--- src/rtl/mips_mc_pkg.sv ---
// Shared definitions for the multicycle MIPS controller: FSM states,
// opcode/funct constants and the encodings driven onto the datapath selects.
package mips_mc_pkg;

  localparam int unsigned STATE_W = 4;
  localparam int unsigned ALU_W   = 4;
  localparam int unsigned SRCB_W  = 3;
  localparam int unsigned PCSRC_W = 2;

  typedef enum logic [STATE_W-1:0] {
    FETCH, DECODE, MEMADR, MEMRD, MEMWB, MEMWR, RTYPE, ALUWB,
    BEQ, BNE, BLEZ, ADDIEX, ORIEX, IMMWB, JUMP, ILLEGAL
  } state_e;

  // Opcodes (instr[31:26])
  localparam logic [5:0] OP_RTYPE = 6'b000000;
  localparam logic [5:0] OP_LW    = 6'b100011;
  localparam logic [5:0] OP_SW    = 6'b101011;
  localparam logic [5:0] OP_BEQ   = 6'b000100;
  localparam logic [5:0] OP_BNE   = 6'b000101;
  localparam logic [5:0] OP_BLEZ  = 6'b000110;
  localparam logic [5:0] OP_ADDI  = 6'b001000;
  localparam logic [5:0] OP_ORI   = 6'b001101;
  localparam logic [5:0] OP_J     = 6'b000010;

  // R-type funct codes (instr[5:0])
  localparam logic [5:0] FN_ADD = 6'b100000;
  localparam logic [5:0] FN_SUB = 6'b100010;
  localparam logic [5:0] FN_AND = 6'b100100;
  localparam logic [5:0] FN_OR  = 6'b100101;
  localparam logic [5:0] FN_XOR = 6'b100110;
  localparam logic [5:0] FN_NOR = 6'b100111;
  localparam logic [5:0] FN_SLT = 6'b101010;

  // ALU operation encodings
  localparam logic [ALU_W-1:0] ALU_AND = 4'b0000;
  localparam logic [ALU_W-1:0] ALU_OR  = 4'b0001;
  localparam logic [ALU_W-1:0] ALU_ADD = 4'b0010;
  localparam logic [ALU_W-1:0] ALU_XOR = 4'b0011;
  localparam logic [ALU_W-1:0] ALU_SUB = 4'b0110;
  localparam logic [ALU_W-1:0] ALU_SLT = 4'b0111;
  localparam logic [ALU_W-1:0] ALU_NOR = 4'b1100;

  // ALU source-B select
  localparam logic [SRCB_W-1:0] SRCB_B      = 3'b000;
  localparam logic [SRCB_W-1:0] SRCB_FOUR   = 3'b001;
  localparam logic [SRCB_W-1:0] SRCB_SIMM   = 3'b010;
  localparam logic [SRCB_W-1:0] SRCB_SIMMSH = 3'b011;
  localparam logic [SRCB_W-1:0] SRCB_ZIMM   = 3'b100;

  // PC source select
  localparam logic [PCSRC_W-1:0] PC_ALURES = 2'b00;
  localparam logic [PCSRC_W-1:0] PC_ALUOUT = 2'b01;
  localparam logic [PCSRC_W-1:0] PC_JUMP   = 2'b10;

endpackage

--- src/rtl/mips_mc_aludec.sv ---
// R-type ALU decoder: maps funct to an ALU operation and flags unsupported functs.
//   funct       : instr[5:0]
//   alucontrol  : ALU operation (0 when funct is unsupported)
//   funct_valid : 1 when funct is one of the supported R-type operations
module mips_mc_aludec
  import mips_mc_pkg::*;
(
  input  logic [5:0]       funct,
  output logic [ALU_W-1:0] alucontrol,
  output logic             funct_valid
);

  always_comb begin
    alucontrol  = '0;
    funct_valid = 1'b1;
    case (funct)
      FN_ADD:  alucontrol = ALU_ADD;
      FN_SUB:  alucontrol = ALU_SUB;
      FN_AND:  alucontrol = ALU_AND;
      FN_OR:   alucontrol = ALU_OR;
      FN_XOR:  alucontrol = ALU_XOR;
      FN_NOR:  alucontrol = ALU_NOR;
      FN_SLT:  alucontrol = ALU_SLT;
      default: funct_valid = 1'b0;
    endcase
  end

endmodule

--- src/rtl/mips_mc_controller.sv ---
// Multicycle MIPS control unit. A single Moore FSM steps each instruction
// through fetch/decode/execute/memory/writeback and counts retired instructions.
//   clk, reset (async, active-low)
//   op, funct       : instruction fields from the instruction register
//   zero, ltez      : branch conditions from the datapath
//   memready        : memory completes its access this cycle
//   memreq .. pcen  : datapath strobes and selects (all 0 while reset is low)
//   alucontrol      : ALU operation
//   illegal_op      : one-cycle pulse on an unsupported op/funct
//   instret         : retired-instruction count, wraps modulo 2^CNT_W
module mips_mc_controller
  import mips_mc_pkg::*;
#(
  parameter int unsigned ALUCTRL_W     = 4,
  parameter int unsigned MEM_HANDSHAKE = 1,
  parameter int unsigned CNT_W         = 32
) (
  input  logic                 clk,
  input  logic                 reset,
  input  logic [5:0]           op,
  input  logic [5:0]           funct,
  input  logic                 zero,
  input  logic                 ltez,
  input  logic                 memready,
  output logic                 memreq,
  output logic                 memwrite,
  output logic                 iord,
  output logic                 irwrite,
  output logic                 regdst,
  output logic                 memtoreg,
  output logic                 regwrite,
  output logic                 alusrca,
  output logic [SRCB_W-1:0]    alusrcb,
  output logic [PCSRC_W-1:0]   pcsrc,
  output logic                 pcen,
  output logic [ALUCTRL_W-1:0] alucontrol,
  output logic                 illegal_op,
  output logic [CNT_W-1:0]     instret
);

  localparam bit HANDSHAKE = (MEM_HANDSHAKE != 0);

  state_e           state_q, state_d;
  logic [CNT_W-1:0] instret_q, instret_d;
  logic             retire_c;
  logic             ready_c;
  logic [ALU_W-1:0] rtype_alu;
  logic             funct_valid;
  logic [ALU_W-1:0] alu_c;

  // Without the handshake every memory access completes in one cycle.
  assign ready_c = memready | ~HANDSHAKE;

  mips_mc_aludec u_aludec (
    .funct       (funct),
    .alucontrol  (rtype_alu),
    .funct_valid (funct_valid)
  );

  // State and retired-instruction registers
  always_ff @(posedge clk or negedge reset) begin
    if (!reset) begin
      state_q   <= FETCH;
      instret_q <= '0;
    end else begin
      state_q   <= state_d;
      instret_q <= instret_d;
    end
  end

  // Next-state and retirement
  always_comb begin
    state_d  = state_q;
    retire_c = 1'b0;
    case (state_q)
      FETCH:  if (ready_c) state_d = DECODE;
      DECODE: begin
        case (op)
          OP_LW, OP_SW: state_d = MEMADR;
          OP_RTYPE:     state_d = RTYPE;
          OP_BEQ:       state_d = BEQ;
          OP_BNE:       state_d = BNE;
          OP_BLEZ:      state_d = BLEZ;
          OP_ADDI:      state_d = ADDIEX;
          OP_ORI:       state_d = ORIEX;
          OP_J:         state_d = JUMP;
          default:      state_d = ILLEGAL;
        endcase
      end
      MEMADR: state_d = (op == OP_LW) ? MEMRD : MEMWR;
      MEMRD:  if (ready_c) state_d = MEMWB;
      MEMWR: begin
        if (ready_c) begin
          state_d  = FETCH;
          retire_c = 1'b1;
        end
      end
      RTYPE:  state_d = funct_valid ? ALUWB : ILLEGAL;
      ADDIEX, ORIEX: state_d = IMMWB;
      MEMWB, ALUWB, IMMWB, BEQ, BNE, BLEZ, JUMP: begin
        state_d  = FETCH;
        retire_c = 1'b1;
      end
      default: state_d = FETCH;
    endcase
    instret_d = retire_c ? instret_q + CNT_W'(1) : instret_q;
  end

  // Moore outputs; pcen/irwrite also see memready in FETCH and the flags in branches
  always_comb begin
    memreq     = 1'b0;
    memwrite   = 1'b0;
    iord       = 1'b0;
    irwrite    = 1'b0;
    regdst     = 1'b0;
    memtoreg   = 1'b0;
    regwrite   = 1'b0;
    alusrca    = 1'b0;
    alusrcb    = '0;
    pcsrc      = '0;
    pcen       = 1'b0;
    alu_c      = '0;
    illegal_op = 1'b0;
    if (reset) begin
      case (state_q)
        FETCH: begin
          memreq  = 1'b1;
          alusrcb = SRCB_FOUR;
          alu_c   = ALU_ADD;
          pcsrc   = PC_ALURES;
          irwrite = ready_c;
          pcen    = ready_c;
        end
        DECODE: begin
          alusrcb = SRCB_SIMMSH;
          alu_c   = ALU_ADD;
        end
        MEMADR, ADDIEX: begin
          alusrca = 1'b1;
          alusrcb = SRCB_SIMM;
          alu_c   = ALU_ADD;
        end
        MEMRD: begin
          memreq = 1'b1;
          iord   = 1'b1;
        end
        MEMWB: begin
          regwrite = 1'b1;
          memtoreg = 1'b1;
        end
        MEMWR: begin
          memreq   = 1'b1;
          memwrite = 1'b1;
          iord     = 1'b1;
        end
        RTYPE: begin
          alusrca = 1'b1;
          alusrcb = SRCB_B;
          alu_c   = rtype_alu;
        end
        ALUWB: begin
          regwrite = 1'b1;
          regdst   = 1'b1;
        end
        BEQ, BNE, BLEZ: begin
          alusrca = 1'b1;
          alusrcb = SRCB_B;
          alu_c   = ALU_SUB;
          pcsrc   = PC_ALUOUT;
          pcen    = (state_q == BEQ) ? zero :
                    (state_q == BNE) ? ~zero : ltez;
        end
        ORIEX: begin
          alusrca = 1'b1;
          alusrcb = SRCB_ZIMM;
          alu_c   = ALU_OR;
        end
        IMMWB:   regwrite = 1'b1;
        JUMP: begin
          pcsrc = PC_JUMP;
          pcen  = 1'b1;
        end
        ILLEGAL: illegal_op = 1'b1;
        default: ;
      endcase
    end
  end

  assign alucontrol = ALUCTRL_W'(alu_c);
  assign instret    = instret_q;

endmodule

--- config.mk ---
export PLATFORM = sky130hd
export DESIGN_NAME = mips_mc_controller
export DESIGN_NICKNAME = d
export VERILOG_FILES = /design/src/rtl/mips_mc_pkg.sv /design/src/rtl/mips_mc_aludec.sv /design/src/rtl/mips_mc_controller.sv
export SDC_FILE = /design/constraint.sdc
export NUM_CORES = 1
export LEC_CHECK = 0
export CAP_MARGIN = 25
export CORE_UTILIZATION = 40
export CTS_BUF_LIST = sky130_fd_sc_hd__clkbuf_16
export CTS_CLUSTER_DIAMETER = 150
export CTS_CLUSTER_SIZE = 24
export DETAILED_ROUTE_END_ITERATION = 8
export PLACE_DENSITY = 0.65
export SYNTH_ARGS = -nofsm -noshare
export SYNTH_HDL_FRONTEND = slang
export SYNTH_HIERARCHICAL = 1
export SYNTH_SLANG_ARGS = --single-unit
--- constraint.sdc ---
create_clock -name clk -period 2.4 [get_ports clk]
set_input_delay 0.6 -clock clk [delete_from_list [all_inputs] [get_ports clk]]
set_output_delay 0.6 -clock clk [all_outputs]
set_load 0.005 [all_outputs]
==> metrics.log <==
INFO  metric mean_area_per_synthesized_cell = 8.92 µm²
INFO  metric layout_cells_sized_above_1 = 25.3%
INFO  metric violations = setup timing
INFO  metric synth-seq-area-share = 36.5%
INFO  metric timing.fmax = 416 MHz
INFO  metric rows = 28
INFO  metric power.ir.vdd_worst = 0.552 mV
INFO  metric globalRouteOverflowTotal = 0
INFO  metric netlist_top_cells_area = dfrtp_1 36%, xor2_1 9.9%, nor3_1 4.7%
INFO  metric dpl-instance-area = 0.00342 mm²
INFO  metric routed_wire_length_per_instance = 14.9 µm
INFO  metric outcome = finished with violations
INFO  metric period_minus_slack = 2.40 ns
INFO  metric worstReg2RegEnd = instret[26]
INFO  metric boundaryPins = 68
INFO  metric rsz0062_at_grt = true
INFO  metric cts.clk_slew.worst_paths = 0.06 ns
INFO  metric critical-path-slowest-cell = nand3b_1
INFO  metric number_of_design_rule_violations_left_after_detail_routing = 0
INFO  metric inst_count_dp = 439
INFO  metric hold_viol_final = 0
INFO  metric drt_pass1_iterations = 4
INFO  metric io_buffer_count = 67
INFO  metric insertedDiodeCount = 0
INFO  metric path_class = in2out
INFO  metric power.leakage = 0.00184 µW
INFO  metric cp_common_cell = buf_6
INFO  metric worst_setup_path_end_kind = output port
INFO  metric synth_async_sr_flop_share = 100%
INFO  metric final.period_utilization = 100%
INFO  metric yosys_warnings = 6
INFO  metric cts_tree = built
INFO  metric required_worst_endpoint = 1.80 ns
INFO  metric setup.reg_to_reg.worst_slack = 0.39 ns
INFO  metric synth.net_count = 295
INFO  metric critical_path.reg2reg.startpoint = state_q[0]
INFO  metric r2r.worst_path.cells = 7
INFO  metric flow.area_growth_from_synthesis = 52.7%
INFO  metric power_per_cell_area = 895 mW/mm²
INFO  metric die_w = 80.6 µm
INFO  metric netlist_area = 0.00247 mm²
INFO  metric layoutNonFillerInstCount = 458
INFO  metric synth_top_cell_by_area = dfrtp_1
INFO  metric drt.antenna.violating_nets = 0
INFO  metric grt_max_degree = 36
INFO  metric grt_util_all_layers = 22.3%
INFO  metric post_drt_via_cell_ratio = 5.43
INFO  metric drtIter0Drc = 88
INFO  metric synth_enable_flop_cells = 0
INFO  metric final_instance_area = 0.00377 mm²
INFO  metric timing.slew.headroom = 69.6%
INFO  metric largest_stage_delay_on_the_critical_path = 0.19 ns
INFO  metric drv.max_cap_violation_count = 0
INFO  metric crit_path_max_fanout = 2
INFO  metric cts-root-buf = clkbuf_16
INFO  metric worst_slew_pin_slew = 0.455 ns
INFO  metric ys_types = 56
INFO  metric timing.hold.worst.class = in2async
INFO  metric hpwlAfterDp = 4770 µm
INFO  metric clock_latency = 0.28 ns
INFO  metric placeableCoreArea = 0.00596 mm²
INFO  metric fin_skew = 0.00342 ns
INFO  metric timing.critical_path.cells = buf_6 -> nand3b_1 -> buf_6 -> o21a_1 -> nor3_2 -> a31oi_1 -> o21ai_1 -> and2_1 -> buf_2
INFO  metric setup.worst_path.start_class = input port
INFO  metric synth_largest_type_area_fraction = 36.5%
INFO  metric first_global_vias = 2338
INFO  metric dr_total_vias = 2487
INFO  metric finalSetupViolCount = 1
INFO  metric grt_antenna_before_repair = 0
INFO  metric yosys-top-cells-count = 36 x dfrtp_1, 28 x xor2_1, 23 x nor3_1, 20 x nand2_1
INFO  metric cts_hold_buf = 0
INFO  metric route.final.wire_length = 6810 µm
INFO  metric cts-buffers-inserted = 5
INFO  metric clock_sink_count = 36
INFO  metric synth-seq-cells = 36
INFO  metric totalPowerFinal = 3380 µW
INFO  metric final_max_slew_viol_count = 0
INFO  metric clock_tree.buffer_depth = 2
INFO  metric gp_congestion = 0.911
INFO  metric crit_arrival = 1.80 ns
INFO  metric syn-instance-count = 277
INFO  metric fin_ws = -0.00354 ns
INFO  metric timing.setup.tns = -0.00354 ns
INFO  metric post-place-ws = -0.709 ns
INFO  metric most_used_standard_cell_by_instance_count_after_synthesis = dfrtp_1
INFO  metric floorplan.die_area = 0.00650 mm²
INFO  metric num-nets-final = 400
INFO  metric ys.flop_type = dfrtp_1
INFO  metric die_height = 80.6 µm
INFO  metric clock_tree.htree_level_count = 2
INFO  metric grt_first_pass_wirelength = 11100 µm
INFO  metric initial_core_util = 41.5%
## worst max path at each step
stage / startpoint / to
global placement: funct[3] / alucontrol[0]
floorplan: funct[3] / alucontrol[0]
finish: funct[3] / alucontrol[2]
global route: funct[3] / alucontrol[2]
detailed placement: funct[3] / alucontrol[2]
CTS: state_q[0] / memreq
## layer usage
layer  share of wire, %  track usage (%)  up-vias
met5                  0                0        -
met4                1.6             7.68        0
met3                3.4             3.64        9
met2                 49             36.4       66
met1                 46             29.5     1197
li1                   -                -     1215
## layout make-up
cell class / count / area (µm²)
flip-flops and latches: 36 / 906
repair buffers: 115 / 1030
multi-input cells: 210 / 1530
clock buffers: 5 / 125
clock inverters: 3 / 42.5
inverters: 14 / 52.6
fillers: 525 / 2180
well taps: 75 / 93.8
## state kept, by name, summed over array words and instances (netlist names)
| register | cells |
|---|---|
| instret | 32 |
| state_q | 4 |
## layout by cell type, fill, tap and decap left out, drive strengths merged, types with 3 or more instances in the layout
cell           instances
buf                   55
clkdlybuf4s50         42
dfrtp                 36
xor2                  29
nor3                  23
nand2                 20
nor4                  17
nor2                  13
nand3                 13
inv                   13
a21oi                  8
dlygate4sd2            7
nand4                  7
nor2b                  7
xnor2                  6
clkbuf                 6
clkdlybuf4s15          6
o21ai                  6
and3                   5
and4                   5
nand2b                 5
dlymetal6s2s           4
a31oi                  3
and2                   3
a211o                  3
or2                    3
o211ai                 3
o41ai                  3
## critical path: cells and delay by family
family,cells,cell delay (ns)
AND/OR/NAND/NOR,3,0.50
AO/OA/AOI/OAI,3,0.36
buffers and inverters,3,0.34
## where the power goes
group / switching (µW) / internal, µW
Combinational: 858 / 944
Clock: 244 / 487
Sequential: 135 / 709
## cell families after synthesis
family	synth area share, %
and+or+nand+nor	31.9
buffers and inverters	6.03
xor gates and xnor gates	12.7
adders and majority gates	0.911
muxes	0.456
DFF	36.5
AOI/OAI and AO/OA	11.5
## through the flow
| stage | hold slack [ns] | utilization, % |
|---|---|---|
| 3_5_place_dp | 0.465 | 57.5 |
| 6_report | 0.395 | 63.4 |
| 5_1_grt | 0.394 | 63.4 |
| 4_1_cts | 0.395 | 62.1 |
| 2_1_floorplan | 0.304 | - |
| 3_3_place_gp | 0.462 | 57.5 |
## timing repair
action / CTS / global route
buffers inserted: 7 / 4
resized for setup: 63 / 17
pin swaps: 9 / 6
setup endpoints to repair: 18 / 13
(Power assumes the default switching activity.)
